`config.mk`:
```
export PLATFORM = sky130hd
export DESIGN_NAME = stopwatch_ctrl
export DESIGN_NICKNAME = d
export VERILOG_FILES = /design/src/rtl/stopwatch_pkg.sv /design/src/rtl/bcd_time_counter.sv /design/src/rtl/stopwatch_ctrl.sv
export SDC_FILE = /design/constraint.sdc
export NUM_CORES = 1
export LEC_CHECK = 0
export ABC_AREA = 0
export BUFFER_PORTS_ARGS = -buffer_cell sky130_fd_sc_hd__buf_2
export CAP_MARGIN = 15
export CORE_MARGIN = 5
export CORE_UTILIZATION = 46
export CTS_CLUSTER_SIZE = 8
export DETAILED_ROUTE_END_ITERATION = 16
export HOLD_SLACK_MARGIN = 0.05
export PLACE_DENSITY = 0.61
export SETUP_SLACK_MARGIN = 0.15
export SLEW_MARGIN = 20
export SYNTH_ARGS = -nofsm -noshare
export SYNTH_HDL_FRONTEND = slang
export SYNTH_SLANG_ARGS = --single-unit
```
`constraint.sdc`:
```
create_clock -name clk -period 6 [get_ports clk]
set_input_delay 1.2 -clock clk [delete_from_list [all_inputs] [get_ports clk]]
set_output_delay 1.2 -clock clk [all_outputs]
set_load 0.1 [all_outputs]
```
`src/rtl/stopwatch_pkg.sv`:
```
// Shared types and constants for the stopwatch control block.
package stopwatch_pkg;

    localparam int unsigned DIGIT_W = 4;
    localparam int unsigned PAIR_W  = 2 * DIGIT_W;
    localparam int unsigned TIME_W  = DIGIT_W + 2 * PAIR_W;

    localparam logic [DIGIT_W-1:0] BCD_DIGIT_MAX    = DIGIT_W'(9);
    localparam logic [DIGIT_W-1:0] BCD_TENS_SEC_MAX = DIGIT_W'(5);

    typedef enum logic [1:0] {
        IDLE,
        RUN,
        PAUSE,
        LAP
    } sw_state_e;

    // Display-ordered time value M:SS.cc
    typedef struct packed {
        logic [DIGIT_W-1:0] minute;
        logic [PAIR_W-1:0]  second;
        logic [PAIR_W-1:0]  m_second;
    } sw_time_t;

endpackage

```
`src/rtl/bcd_time_counter.sv`:
```
// BCD M:SS.cc counter advanced by a tick; pulses wrap on the 9:59.99 rollover.
module bcd_time_counter
    import stopwatch_pkg::*;
(
    input  logic               clk,
    input  logic               rst_n,
    input  logic               clr,
    input  logic               tick,
    output logic [DIGIT_W-1:0] minute,
    output logic [PAIR_W-1:0]  second,
    output logic [PAIR_W-1:0]  m_second,
    output logic               wrap
);

    logic [DIGIT_W-1:0] cs_lo_q, cs_hi_q, s_lo_q, s_hi_q, min_q;
    logic               wrap_q;
    logic               at_max_c;

    assign at_max_c = (cs_lo_q == BCD_DIGIT_MAX) && (cs_hi_q == BCD_DIGIT_MAX) &&
                      (s_lo_q == BCD_DIGIT_MAX) && (s_hi_q == BCD_TENS_SEC_MAX) &&
                      (min_q == BCD_DIGIT_MAX);

    // Ripple carry through the five digits on each tick
    always_ff @(posedge clk) begin
        if (!rst_n || clr) begin
            cs_lo_q <= '0;
            cs_hi_q <= '0;
            s_lo_q  <= '0;
            s_hi_q  <= '0;
            min_q   <= '0;
            wrap_q  <= 1'b0;
        end else begin
            wrap_q <= tick && at_max_c;
            if (tick) begin
                if (cs_lo_q != BCD_DIGIT_MAX) begin
                    cs_lo_q <= cs_lo_q + DIGIT_W'(1);
                end else begin
                    cs_lo_q <= '0;
                    if (cs_hi_q != BCD_DIGIT_MAX) begin
                        cs_hi_q <= cs_hi_q + DIGIT_W'(1);
                    end else begin
                        cs_hi_q <= '0;
                        if (s_lo_q != BCD_DIGIT_MAX) begin
                            s_lo_q <= s_lo_q + DIGIT_W'(1);
                        end else begin
                            s_lo_q <= '0;
                            if (s_hi_q != BCD_TENS_SEC_MAX) begin
                                s_hi_q <= s_hi_q + DIGIT_W'(1);
                            end else begin
                                s_hi_q <= '0;
                                if (min_q != BCD_DIGIT_MAX) begin
                                    min_q <= min_q + DIGIT_W'(1);
                                end else begin
                                    min_q <= '0;
                                end
                            end
                        end
                    end
                end
            end
        end
    end

    assign minute   = min_q;
    assign second   = {s_hi_q, s_lo_q};
    assign m_second = {cs_hi_q, cs_lo_q};
    assign wrap     = wrap_q;

endmodule

```
`src/rtl/stopwatch_ctrl.sv`:
```
// Stopwatch command FSM, tick prescaler, lap hold register and display scan strobe.
module stopwatch_ctrl
    import stopwatch_pkg::*;
#(
    parameter int unsigned CLK_HZ  = 50_000_000,
    parameter int unsigned TICK_HZ = 100,
    parameter int unsigned SCAN_HZ = 1000
) (
    input  logic               clk,
    input  logic               rst_n,
    input  logic               start_stop,
    input  logic               lap,
    input  logic               clear,
    output logic [DIGIT_W-1:0] minute,
    output logic [PAIR_W-1:0]  second,
    output logic [PAIR_W-1:0]  m_second,
    output logic               scan,
    output logic               running,
    output logic               frozen,
    output logic               overflow
);

    localparam int unsigned DIV    = CLK_HZ / TICK_HZ;
    localparam int unsigned SDIV   = CLK_HZ / SCAN_HZ;
    localparam int unsigned PRE_W  = (DIV > 1) ? $clog2(DIV) : 1;
    localparam int unsigned SCAN_W = (SDIV > 1) ? $clog2(SDIV) : 1;
    localparam logic [PRE_W-1:0]  PRE_LAST  = PRE_W'(DIV - 1);
    localparam logic [SCAN_W-1:0] SCAN_LAST = SCAN_W'(SDIV - 1);

    sw_state_e          state_q, state_d;
    logic               clear_act_c;
    logic               counting_c;
    logic               tick_c;
    logic [PRE_W-1:0]   presc_q;
    logic [SCAN_W-1:0]  scan_cnt_q, scan_cnt_d;
    logic               scan_q;
    logic               running_q, frozen_q, lap_load_q;
    logic [DIGIT_W-1:0] live_min;
    logic [PAIR_W-1:0]  live_sec, live_cs;
    logic               wrap;
    sw_time_t           live_c, lap_q, disp_c;

    // Raw command priority: clear, then start_stop, then lap
    always_comb begin
        state_d     = state_q;
        clear_act_c = 1'b0;
        if (clear) begin
            if (state_q == PAUSE || state_q == IDLE) begin
                state_d     = IDLE;
                clear_act_c = 1'b1;
            end
        end else if (start_stop) begin
            case (state_q)
                IDLE:    state_d = RUN;
                RUN:     state_d = PAUSE;
                LAP:     state_d = PAUSE;
                PAUSE:   state_d = RUN;
                default: state_d = IDLE;
            endcase
        end else if (lap) begin
            if (state_q == RUN) begin
                state_d = LAP;
            end else if (state_q == LAP) begin
                state_d = RUN;
            end
        end
    end

    always_ff @(posedge clk) begin
        if (!rst_n) begin
            state_q    <= IDLE;
            running_q  <= 1'b0;
            frozen_q   <= 1'b0;
            lap_load_q <= 1'b0;
        end else begin
            state_q    <= state_d;
            running_q  <= (state_d == RUN) || (state_d == LAP);
            frozen_q   <= (state_d == LAP);
            lap_load_q <= (state_d == LAP) && (state_q != LAP);
        end
    end

    assign counting_c = (state_q == RUN) || (state_q == LAP);
    assign tick_c     = counting_c && (presc_q == PRE_LAST);

    // Prescaler holds in PAUSE so resume keeps the sub-tick fraction
    always_ff @(posedge clk) begin
        if (!rst_n || clear_act_c || state_q == IDLE) begin
            presc_q <= '0;
        end else if (counting_c) begin
            presc_q <= tick_c ? '0 : presc_q + PRE_W'(1);
        end
    end

    assign scan_cnt_d = (scan_cnt_q == SCAN_LAST) ? '0 : scan_cnt_q + SCAN_W'(1);

    always_ff @(posedge clk) begin
        if (!rst_n) begin
            scan_cnt_q <= '0;
            scan_q     <= 1'b0;
        end else begin
            scan_cnt_q <= scan_cnt_d;
            scan_q     <= (scan_cnt_d == SCAN_LAST);
        end
    end

    bcd_time_counter u_time (
        .clk      (clk),
        .rst_n    (rst_n),
        .clr      (clear_act_c),
        .tick     (tick_c),
        .minute   (live_min),
        .second   (live_sec),
        .m_second (live_cs),
        .wrap     (wrap)
    );

    assign live_c = {live_min, live_sec, live_cs};

    // Capture one cycle after LAP entry so a coincident tick is included
    always_ff @(posedge clk) begin
        if (!rst_n) begin
            lap_q <= '0;
        end else if (state_q != LAP || lap_load_q) begin
            lap_q <= live_c;
        end
    end

    assign disp_c   = (frozen_q && !lap_load_q) ? lap_q : live_c;
    assign minute   = disp_c.minute;
    assign second   = disp_c.second;
    assign m_second = disp_c.m_second;
    assign scan     = scan_q;
    assign running  = running_q;
    assign frozen   = frozen_q;
    assign overflow = wrap;

endmodule

```
==> After elaboration in Yosys (flattened, before gate mapping) <==
Index checks and enable logic that the tools add are counted.
{ "totals": {"input_bits": 5, "out_inout_bits": 24, "elab_cells": 86, "register_bits": 82} }
{ "op_classes": {"muxes": 17, "n_addsub": 7, "n_bitwise": 4, "eq_ne": 19, "reduce_logical": 23} }
{ "ops": {"columns": ["operator", "n"], "rows": [
  ["$eq 16x16->1 const B", 2],
  ["$add 4x1->4 const B", 5],
  ["$mux 20", 1],
  ["$mux 4", 5],
  ["$add 19x1->19 const B", 1],
  ["$eq 19x19->1 const B", 1],
  ["$mux 19", 1],
  ["$add 16x1->16 const B", 1],
  ["$eq 4x4->1 const B", 4],
  ["$mux 16", 1],
  ["$ne 4x4->1 const B", 4],
  ["$mux 2", 6],
  ["$logic_and 1x1->1", 8],
  ["$eq 2x2->1 const B", 3],
  ["$logic_or 1x1->1", 6],
  ["$reduce_and 5->1", 1],
  ["$eq 2x1->1 const B", 2],
  ["$eq 4x3->1 const B", 1],
  ["$ne 4x3->1 const B", 1],
  ["$not 1->1", 4],
  ["$pmux 2 s2", 1],
  ["$reduce_and 4->1", 1],
  ["$reduce_or 2->1", 2],
  ["$reduce_and 3->1", 1],
  ["5 further kinds", 7]
]} }

==> Logic depth before layout (Yosys ltp) <==
Gate-level depths: netlist (run 1).
{ "logic_depth": {"depth_word": 8, "mapped_depth": 8, "mapped_depth_nobuf": 7} }

==> Modules after synthesis <==
Synthesis (run 1) repeated with hierarchy kept, for this count alone.
{ "unflattened": {"hier_cells": 467, "hier_area_um2": 4152.7} }
{ "by_module_without_submodules": {"columns": ["mod", "area_each_um2", "cells_per_inst", "n_inst", "seq_area_each_um2"], "rows": [
  ["stopwatch_ctrl", 3083.0, 345, 1, 1201.2],
  ["bcd_time_counter", 1069.8, 122, 1, 420.4]
]} }

==> Worst setup path after synthesis (run 1) <==
OpenSTA, ideal clock, no wires.
{ "synth_path": {"path_kind": "reg-to-output", "from": "register frozen_q (netlist: frozen)", "to": "output port m_second[0]", "t_required_ps": 4800, "t_arrival_ps": 1929, "setup_slack_ps": 2871, "stages_incl_launch_ff": 4, "n_path_buf": 1, "path_cell_list": "dfxtp_1 nand2b_1 clkbuf_1 mux2_2"} }
{ "synth_between": {"elab_chain_len": 2} }
{ "synth_rtl": {"columns": ["element", "line", "rtl"], "rows": [
  ["from (decl)", "stopwatch_ctrl.sv:37", "logic running_q, frozen_q, lap_load_q;"],
  ["from (signal assigned)", "stopwatch_ctrl.sv:78", "frozen_q <= (state_d == LAP);"],
  ["$logic_and 1x1->1", "stopwatch_ctrl.sv:129", "assign disp_c = (frozen_q && !lap_load_q) ? lap_q : live_c;"],
  ["$mux 20", "stopwatch_ctrl.sv:129", null],
  ["to (decl)", "stopwatch_ctrl.sv:16", "output logic [PAIR_W-1:0] m_second,"]
]} }
Every way passes these cells.

==> Final worst setup path (run 1) <==
{ "layout_path": {"from": "register lap_load_q", "to": "output port minute[2]"} }
{ "layout_between": {"elab_chain_len": 3} }
{ "layout_rtl": {"columns": ["element", "line", "rtl"], "rows": [
  ["from (decl)", "stopwatch_ctrl.sv:37", null],
  ["from (signal assigned)", "stopwatch_ctrl.sv:79", "lap_load_q <= (state_d == LAP) && (state_q != LAP);"],
  ["$logic_not 1->1", "stopwatch_ctrl.sv:129", null],
  ["$logic_and 1x1->1", "stopwatch_ctrl.sv:129", null],
  ["$mux 20", "stopwatch_ctrl.sv:129", null],
  ["to (decl)", "stopwatch_ctrl.sv:14", "output logic [DIGIT_W-1:0] minute,"]
]} }
Every way passes these cells.

==> flow_summary.yaml, run 1 <==
route:
  finalWirelength_um: 8370
  drc_errors: 0
  drtPass1Iterations: 4
  first_iter_violations: 130
  ant_nets: 0
  wire_per_inst_um: 13.8
  vias: 3234
  via_per_inst: 5.35
timing:
  hold_viol: 0
  setup_viol: 0
  max_slew.worst_pin.slew_ns: 0.951
  tns_ns: 0
  finalWorstSetupSlack_ns: 2.65
  slew_violations: 0
  rsz0062_at_grt: "no"
  max_slew_margin_pct: 36.6
  clock_skew_ns: 0.0106
  period_share_pct: 55.9
  period_needed_ns: 3.35
  timing.fmax_ghz: 0.298
power_and_ir_drop:
  switching_share_pct: 21.8
  leakage_nw: 1.57
  p_int_mw: 0.794
  power_mw: 1.02
  switchingPower_mw: 0.222
  vdd_drop_max_mv: 0.139
  power.density_nw_per_um2: 225
  clockPowerShare_pct: 43.1
  p_comb_share_pct: 3.5
  seq_power_share_pct: 53.4
clock_tree:
  h-tree-depth: 3
  cts_buffers: 9
  cts_tree: "built"
  cts_sinks: 81
  cts-root-buf: "clkbuf_8"
  clk_pin_slew_ns: 0.08
  post_cts_resized: 0
  hold_buffers: 0
  cts_setup_buffers: 0
  insertion_delay_ns: 0.35
  clock_path_buffers: 2
floorplan:
  rows: 34
  io-pin-count: 29
  die_w_um: 105
  start_util_pct: 47.1
  dieArea_um2: 10900
  coreArea_um2: 8720
  fp.dieH_um: 105
final_layout:
  seq_area_um2: 1620
  area_delta_synth_final_pct: 9.77
  multiInputGateArea_um2: 2330
  nNetsFinal: 504
  stdcell_area_um2: 4510
  nFillCells: 816
  postLayoutCoreUtil_pct: 51.7
  layout-drive-gt1-share_pct: 19.1
  antenna_cells: 0
global_route:
  overflow: 0
  grt_max_degree: 29
  antenna_found_initial: 0
  grt_pass1_wl_um: 14600
  grt_pass1_vias: 3041
  grt_use_total_pct: 15.8
synth:
  synth_enable_flop_cells: 0
  avgSynthCellArea_um2: 8.67
  ys_seq_elements: 81
  synth_common_cells: "81 x dfxtp_1, 66 x nand2_1, 51 x nor2_1, 35 x a21oi_1, 21 x mux2_2"
  syn_area_um2: 4110
  synth_warnings: 0
  ys_async_sr_fraction_pct: 0
  synth-main-ff-cell: "dfxtp_1"
  yosysSeqAreaShare_pct: 39.5
  synthTopCellsByArea: "dfxtp_1 39%, nand2_1 6.0%, mux2_2 5.8%, nor2_1 4.7%, a21oi_1 4.3%"
  synth.most_common_cell: "dfxtp_1"
  yosys.cell_types.count: 66
  synth_cells: 474
  syn_nets: 485
  synthDominantCellAreaShare_pct: 39.5
  synth_top_area_cell: "dfxtp_1"
flow_run:
  maxCapViolCount: 0
setup_path:
  crit_fanout: 20
  worstPathArrival_ns: 2.15
  startpoint_type: "register"
  required_ns: 4.80
  worstSetupPathType: "reg2out"
  worst_setup_path_end_kind: "output pin"
placement:
  dp_hpwl_um: 5790
  portBuffers: 28
  dpl-instance-area_um2: 4290
  dp_slack_ns: 2.96
  routabilityCongestion: 0.796
hold_path:
  hp-class: "reg2reg"
outcome:
  outcome: "finished, final reports clean"
==> cell type report <==
cell class | instances | share of cell area, %
clock buffers | 11 | 3.13
inverters | 12 | 0.999
well taps | 108 | 3.00
repair buffers | 30 | 3.44
multi-input cells | 359 | 51.8
flip-flops and latches | 81 | 36.0
clock inverters | 4 | 1.72
==> placed cells by master, fill, tap and decap left out, drive strengths merged, types with 3 or more instances in the layout <==
cell type,Yosys,final
a211oi,3,3
a21oi,35,35
a31o,3,3
a31oi,4,4
and2,4,4
and3,3,3
and4,3,3
buf,8,30
clkbuf,14,11
dfxtp,81,81
ha,6,6
inv,12,12
mux2,21,21
mux2i,3,3
nand2,66,66
nand2b,3,3
nand3,13,13
nand4,13,13
nand4b,4,4
nor2,61,61
nor2b,7,7
nor3,11,11
nor3b,6,6
nor4,7,7
nor4b,3,3
o211ai,3,3
o21ai,5,5
o32ai,3,3
or2,3,3
or3,3,3
or4b,3,3
xnor2,17,17
xor2,20,20
==> worst max-delay path, stage by stage (launching register included) <==
cell      delay (ns)
dfxtp_1         0.34
nand2b_1        0.74
mux2_2          0.30
buf_2           0.42
==> registers in the layout, summed over array words and instances, names as in the netlist <==
name	cells
lap_load_q	1
u_time.wrap	1
u_time.cs_hi_q	4
scan_cnt_q	16
lap_q	20
u_time.s_hi_q	4
scan	1
presc_q	19
state_q	2
u_time.cs_lo_q	4
u_time.minute	4
u_time.s_lo_q	4
frozen	1
==> cell families after synthesis <==
group / after synthesis / share of synthesized area [%]
AO/OA/AOI/OAI: 73 / 11.9
XOR/XNOR: 37 / 7.89
adder cells (fa/ha/maj): 6 / 1.83
buffers and inverters: 34 / 3.81
flip-flops: 81 / 39.5
multiplexers: 24 / 6.49
AND/OR/NAND/NOR: 219 / 28.7
==> stage by stage <==
step,hold WS [ns],cells
after floorplan,0.429,474
after global routing,0.468,605
after CTS,0.456,605
after detailed placement,0.444,590
final,0.452,605
after global placement,0.436,590
==> path summary, 6_finish.rpt <==
kind                             endpoint  cells past startpoint                     from  slack, ns
setup / recovery                minute[2]                      3    lap_load_q$_SDFF_PN0_       2.65
hold / removal     lap_q[16]$_SDFFE_PN0P_                      2   lap_q[16]$_SDFFE_PN0P_       0.45
setup reg to reg  presc_q[5]$_SDFFE_PP0P_                      5  presc_q[7]$_SDFFE_PP0P_       3.32
hold reg to reg    lap_q[16]$_SDFFE_PN0P_                      2   lap_q[16]$_SDFFE_PN0P_       0.45
==> metal layers <==
layer	global-route usage, %	vias to the layer above	share of wire, %
met5	0	-	0
met4	4.44	0	0.35
met3	4.72	2	3.8
met2	25.5	41	48
met1	20.6	1500	48
li1	-	1691	-
==> power by group through the flow <==
stage	clock, mW	sequential (mW)	combinational, mW
3_3_place_gp	0	0.555	0.0357
5_1_grt	0.484	0.544	0.0391
3_5_place_dp	0	0.556	0.0358
6_report	0.438	0.543	0.0352
2_1_floorplan	0	0.558	0.0237
4_1_cts	0.455	0.543	0.0360
No activity file was read; power rests on OpenSTA's default activity.
==> inputs of run 2 (changes only) <==
--- a/config.mk
+++ b/config.mk
@@ -5,7 +5,7 @@
 export SDC_FILE = /design/constraint.sdc
 export NUM_CORES = 1
 export LEC_CHECK = 0
-export ABC_AREA = 0
+export ABC_AREA = 1
 export BUFFER_PORTS_ARGS = -buffer_cell sky130_fd_sc_hd__buf_2
 export CAP_MARGIN = 15
 export CORE_MARGIN = 5
==> constraint.sdc (replaced) <==
create_clock -name clk -period 3.11 [get_ports clk]
set_input_delay 0.622 -clock clk [delete_from_list [all_inputs] [get_ports clk]]
set_output_delay 0.622 -clock clk [all_outputs]
set_load 0.1 [all_outputs]
==> flow_summary.yaml, run 2 <==
outcome:
  outcome: "finished, final reports clean"
timing:
  period_needed_ns: 2.40
  setup_viol: 0
  rsz0062_at_grt: "no"
  hold_viol: 0
  tns_ns: 0
  max_slew.worst_pin.slew_ns: 0.503
  slew_violations: 0
  clock_skew_ns: 0.0103
  finalWorstSetupSlack_ns: 0.712
  timing.fmax_ghz: 0.417
  period_share_pct: 77.1
  max_slew_margin_pct: 66.7
floorplan:
  io-pin-count: 29
  rows: 35
  start_util_pct: 46.7
  dieArea_um2: 11300
  die_w_um: 106
  coreArea_um2: 9150
  fp.dieH_um: 106
route:
  wire_per_inst_um: 12.6
  drc_errors: 0
  via_per_inst: 5.12
  vias: 4008
  ant_nets: 0
  drtPass1Iterations: 5
  finalWirelength_um: 9840
  first_iter_violations: 164
final_layout:
  antenna_cells: 0
  regMostFlops: "lap_q"
  layout_common_cells: "121 x nor2_1, 109 x nand2_1, 81 x dfxtp_1, 71 x inv_1, 63 x a21oi_1"
  layout_commonest_cell: "nor2_1"
  layout-drive-gt1-share_pct: 12.8
  largest_register_ffs: 20
  stdcell_count: 783
  multiInputGateArea_um2: 2300
  area_delta_synth_final_pct: 11.0
  nFillCells: 917
  seq_area_um2: 1620
  nNetsFinal: 678
  reg_top3: "lap_q (20), presc_q (19), scan_cnt_q (16)"
synth:
  syn_nets: 648
  synth_common_cells: "121 x nor2_1, 109 x nand2_1, 81 x dfxtp_1, 71 x inv_1, 63 x a21oi_1"
  synth_top_area_cell: "dfxtp_1"
  synthDominantCellAreaShare_pct: 37.9
  synth.most_common_cell: "nor2_1"
  syn_area_um2: 4280
  ys_seq_elements: 81
  avgSynthCellArea_um2: 6.71
  synth-main-ff-cell: "dfxtp_1"
  yosysSeqAreaShare_pct: 37.9
  synth_warnings: 0
  yosys.cell_types.count: 36
  ys_async_sr_fraction_pct: 0
  synthTopCellsByArea: "dfxtp_1 38%, nor2_1 11%, nand2_1 9.6%, a21oi_1 7.4%, inv_1 6.2%"
  synth_enable_flop_cells: 0
  synth_cells: 637
clock_tree:
  post_cts_resized: 0
  cts_buffers: 9
  clk_pin_slew_ns: 0.09
  cts_sinks: 81
  h-tree-depth: 3
  cts-root-buf: "clkbuf_8"
  cts_setup_buffers: 0
  clock_path_buffers: 2
  hold_buffers: 0
  cts_tree: "built"
  insertion_delay_ns: 0.35
power_and_ir_drop:
  leakage_nw: 1.92
  vdd_drop_max_mv: 0.243
  power.density_nw_per_um2: 433
  power_mw: 2.05
placement:
  dp_slack_ns: 1.04
  portBuffers: 28
  dp.cells: 767
  dp_hpwl_um: 7330
  routabilityCongestion: 0.887
hold_path:
  hp-class: "reg2reg"
setup_path:
  required_ns: 2.49
  startpoint_type: "register"
  crit_fanout: 40
  worstPathArrival_ns: 1.78
  worst_setup_path_end_kind: "output pin"
  worstSetupPathType: "reg2out"
global_route:
  overflow: 0
  antenna_found_initial: 0
  grt_max_degree: 41
  grt_pass1_vias: 3653
  grt_use_total_pct: 17.9
  grt_pass1_wl_um: 16700
flow_run:
  maxCapViolCount: 0
## run 2: area by class of cell
| cell class | instances | area share [%] |
|---|---|---|
| sequential | 81 | 34.2 |
| clock inverter | 6 | 1.53 |
| multi-input combinational | 463 | 48.6 |
| tap | 111 | 2.93 |
| inverter | 80 | 6.33 |
| clock buffer | 10 | 2.90 |
| timing repair buffer | 32 | 3.59 |
## run 2: per-stage QoR
| step | cell area [um2] | util [%] | hold WS (ns) |
|---|---|---|---|
| global route | 4750 | 51.9 | 0.504 |
| finish | 4750 | 51.9 | 0.473 |
| global placement | 4540 | 49.6 | 0.455 |
| CTS | 4750 | 51.9 | 0.472 |
| detailed placement | 4540 | 49.6 | 0.460 |
| floorplan | 4280 | - | 0.444 |
## run 2: cells by family after synthesis
logic type | count (synthesis) | share of synthesized area, %
AND/OR/NAND/NOR | 336 | 36.9
buffers and inverters | 93 | 8.19
XOR/XNOR | 7 | 1.43
flip-flops | 81 | 37.9
AO/OA/AOI/OAI | 114 | 13.8
adder cells (fa/ha/maj) | 6 | 1.76
## run 2: worst paths after layout
check                                startpoint                             to  slack (ns)  cells past startpoint
hold / removal    u_time.s_lo_q[2]$_SDFFE_PP0P_  u_time.s_lo_q[2]$_SDFFE_PP0P_        0.47                      2
hold reg to reg   u_time.s_lo_q[2]$_SDFFE_PP0P_  u_time.s_lo_q[2]$_SDFFE_PP0P_        0.47                      2
setup / recovery          lap_load_q$_SDFF_PN0_                    m_second[3]        0.71                      6
setup reg to reg          state_q[1]$_SDFF_PN0_          lap_load_q$_SDFF_PN0_        1.27                      8
## run 2: layer usage
metal / wire, um / GRT usage [%]
met5: 0 / 0
met2: 4670 / 29.7
met1: 4750 / 23.8
met3: 335 / 3.10
met4: 84 / 5.11
## run 2: worst max-delay path, cell delays in order (launching register included)
cell and delay, ns:
dfxtp_1 0.34, inv_1 0.04, nand2_1 0.05, buf_4 0.35, nor2_1 0.08, a21oi_1 0.13
buf_2 0.44
## run 2: power by group
group          switching, mW  internal (mW)
Sequential           0.00773           1.04
Clock                  0.421          0.405
Combinational          0.140         0.0352
Total                  0.568           1.48
==> inputs of run 3 (changes only) <==
==> constraint.sdc (replaced) <==
create_clock -name clk -period 2.3 [get_ports clk]
set_input_delay 0.46 -clock clk [delete_from_list [all_inputs] [get_ports clk]]
set_output_delay 0.46 -clock clk [all_outputs]
set_load 0.1 [all_outputs]
==> flow_summary.yaml, run 3 (synthesized netlist as in run 2, its figures left out) <==
power_and_ir_drop:
  vdd_drop_max_mv: 0.259
  power_mw: 2.92
  power.density_nw_per_um2: 547
  leakage_nw: 2.05
floorplan:
  coreArea_um2: 9150
  rows: 35
  start_util_pct: 46.7
  die_w_um: 106
  fp.dieH_um: 106
  io-pin-count: 29
  dieArea_um2: 11300
setup_path:
  path_cells: "inv_1 > nand2_4 > bufbuf_16 > a21oi_4 > buf_12"
  cpMaxStageDelayCell: "bufbuf_16"
  crit_fanout: 16
  max_stage_delay_ns: 0.35
  worstSetupPathType: "reg2out"
  worstPathArrival_ns: 1.61
  cp_num_buf_inv: 3
  required_ns: 1.84
  worst_setup_path_end_kind: "output pin"
  startpoint_type: "register"
  path_delay_family: "buffers and inverters"
outcome:
  outcome: "finished, final reports clean"
route:
  drc_errors: 0
  wire_per_inst_um: 13.0
  drtPass1Iterations: 4
  ant_nets: 0
  finalWirelength_um: 10200
  vias: 4122
  first_iter_violations: 176
  via_per_inst: 5.22
placement:
  dp_hpwl_um: 7590
  portBuffers: 28
  dpl-instance-area_um2: 5040
  dp_slack_ns: 0.419
  routabilityCongestion: 0.914
clock_tree:
  cts_tree: "built"
  clk_pin_slew_ns: 0.08
  hold_buffers: 0
  cts_buffers: 9
  h-tree-depth: 3
  clock_path_buffers: 2
  cts_sinks: 81
  cts-root-buf: "clkbuf_8"
  insertion_delay_ns: 0.35
final_layout:
  regMostFlops: "lap_q"
  largest_register_ffs: 20
  area_delta_synth_final_pct: 24.8
  stdcell_area_um2: 5340
  layout_commonest_cell: "nor2_1"
  reg_top3: "lap_q (20), presc_q (19), scan_cnt_q (16)"
  layout_common_cells: "121 x nor2_1, 108 x nand2_1, 79 x dfxtp_1, 71 x inv_1, 46 x nand3_1"
  postLayoutCoreUtil_pct: 58.3
  nNetsFinal: 684
  layout-drive-gt1-share_pct: 16.7
  antenna_cells: 0
flow_run:
  maxCapViolCount: 0
timing:
  max_slew.worst_pin.slew_ns: 0.500
  rsz0062_at_grt: "yes"
  slew_violations: 0
  hold_viol: 0
  max_slew_margin_pct: 66.9
  clock_skew_ns: 0.0128
  finalWorstSetupSlack_ns: 0.227
  period_share_pct: 90.2
  period_needed_ns: 2.07
  timing.fmax_ghz: 0.482
  setup_viol: 0
  tns_ns: 0
global_route:
  grt_max_degree: 41
  grt_pass1_vias: 3861
  grt_use_total_pct: 19.1
  antenna_found_initial: 0
  grt_pass1_wl_um: 17900
  overflow: 0
hold_path:
  hp-class: "reg2reg"
-- run 3: layout make-up --
| class | instances | area (um2) |
|---|---|---|
| Tap cell | 111 | 139 |
| Clock buffer | 12 | 156 |
| Clock inverter | 4 | 73.8 |
| Sequential cell | 81 | 1630 |
| Fill cell | 875 | 3820 |
| Multi-Input combinational cell | 463 | 2540 |
| Timing Repair Buffer | 38 | 503 |
| Inverter | 80 | 300 |
-- run 3: power breakdown --
group | internal [mW] | total, mW | switching [mW]
clock | 0.679 | 1.20 | 0.516
combinational | 0.0939 | 0.302 | 0.208
sequential | 1.41 | 1.42 | 0.0101
-- run 3: final timing paths --
check,startpoint,to,slack [ns],cells after the start
worst min-delay path,u_time.s_lo_q[2]$_SDFFE_PP0P_,u_time.s_lo_q[2]$_SDFFE_PP0P_,0.48,2
worst max register to register,scan_cnt_q[0]$_SDFF_PN0_,scan$_SDFF_PN0_,0.44,10
worst max-delay path,lap_load_q$_SDFF_PN0_,m_second[7],0.23,5
worst min register to register,u_time.s_lo_q[2]$_SDFFE_PP0P_,u_time.s_lo_q[2]$_SDFFE_PP0P_,0.48,2
-- run 3: per-layer routing --
layer	part of all wire, %	vias to the layer above	global-route usage, %
li1	-	2140	-
met1	46	1892	24.2
met2	49	78	33.3
met3	2.9	12	2.91
met4	1.6	0	6.12
met5	0	-	0
-- run 3: worst reg2reg max path, cell delays in order, from the launching register on --
cell and delay [ns]:
dfxtp_1 0.38, ha_1 0.31, nand2_1 0.10, nor2_1 0.29
nand2_1 0.09, nor2_1 0.21, inv_1 0.09, nand3_1 0.11
nor2_1 0.08, nand3_1 0.06, nor2_1 0.04
-- run 3: what timing repair did --
item                                   CTS  global route
setup endpoints to repair               20            20
cloned                                   1             0
resized for setup                        2             1
pin swaps                                0             1
endpoints found under the hold margin    0             0
buffers inserted                         0             3
-- run 3: through the flow --
step	hold slack [ns]	std cells
after floorplan	0.444	637
after global placement	0.454	769
after detailed placement	0.462	769
after CTS	0.475	786
after global routing	0.515	789
final	0.475	789
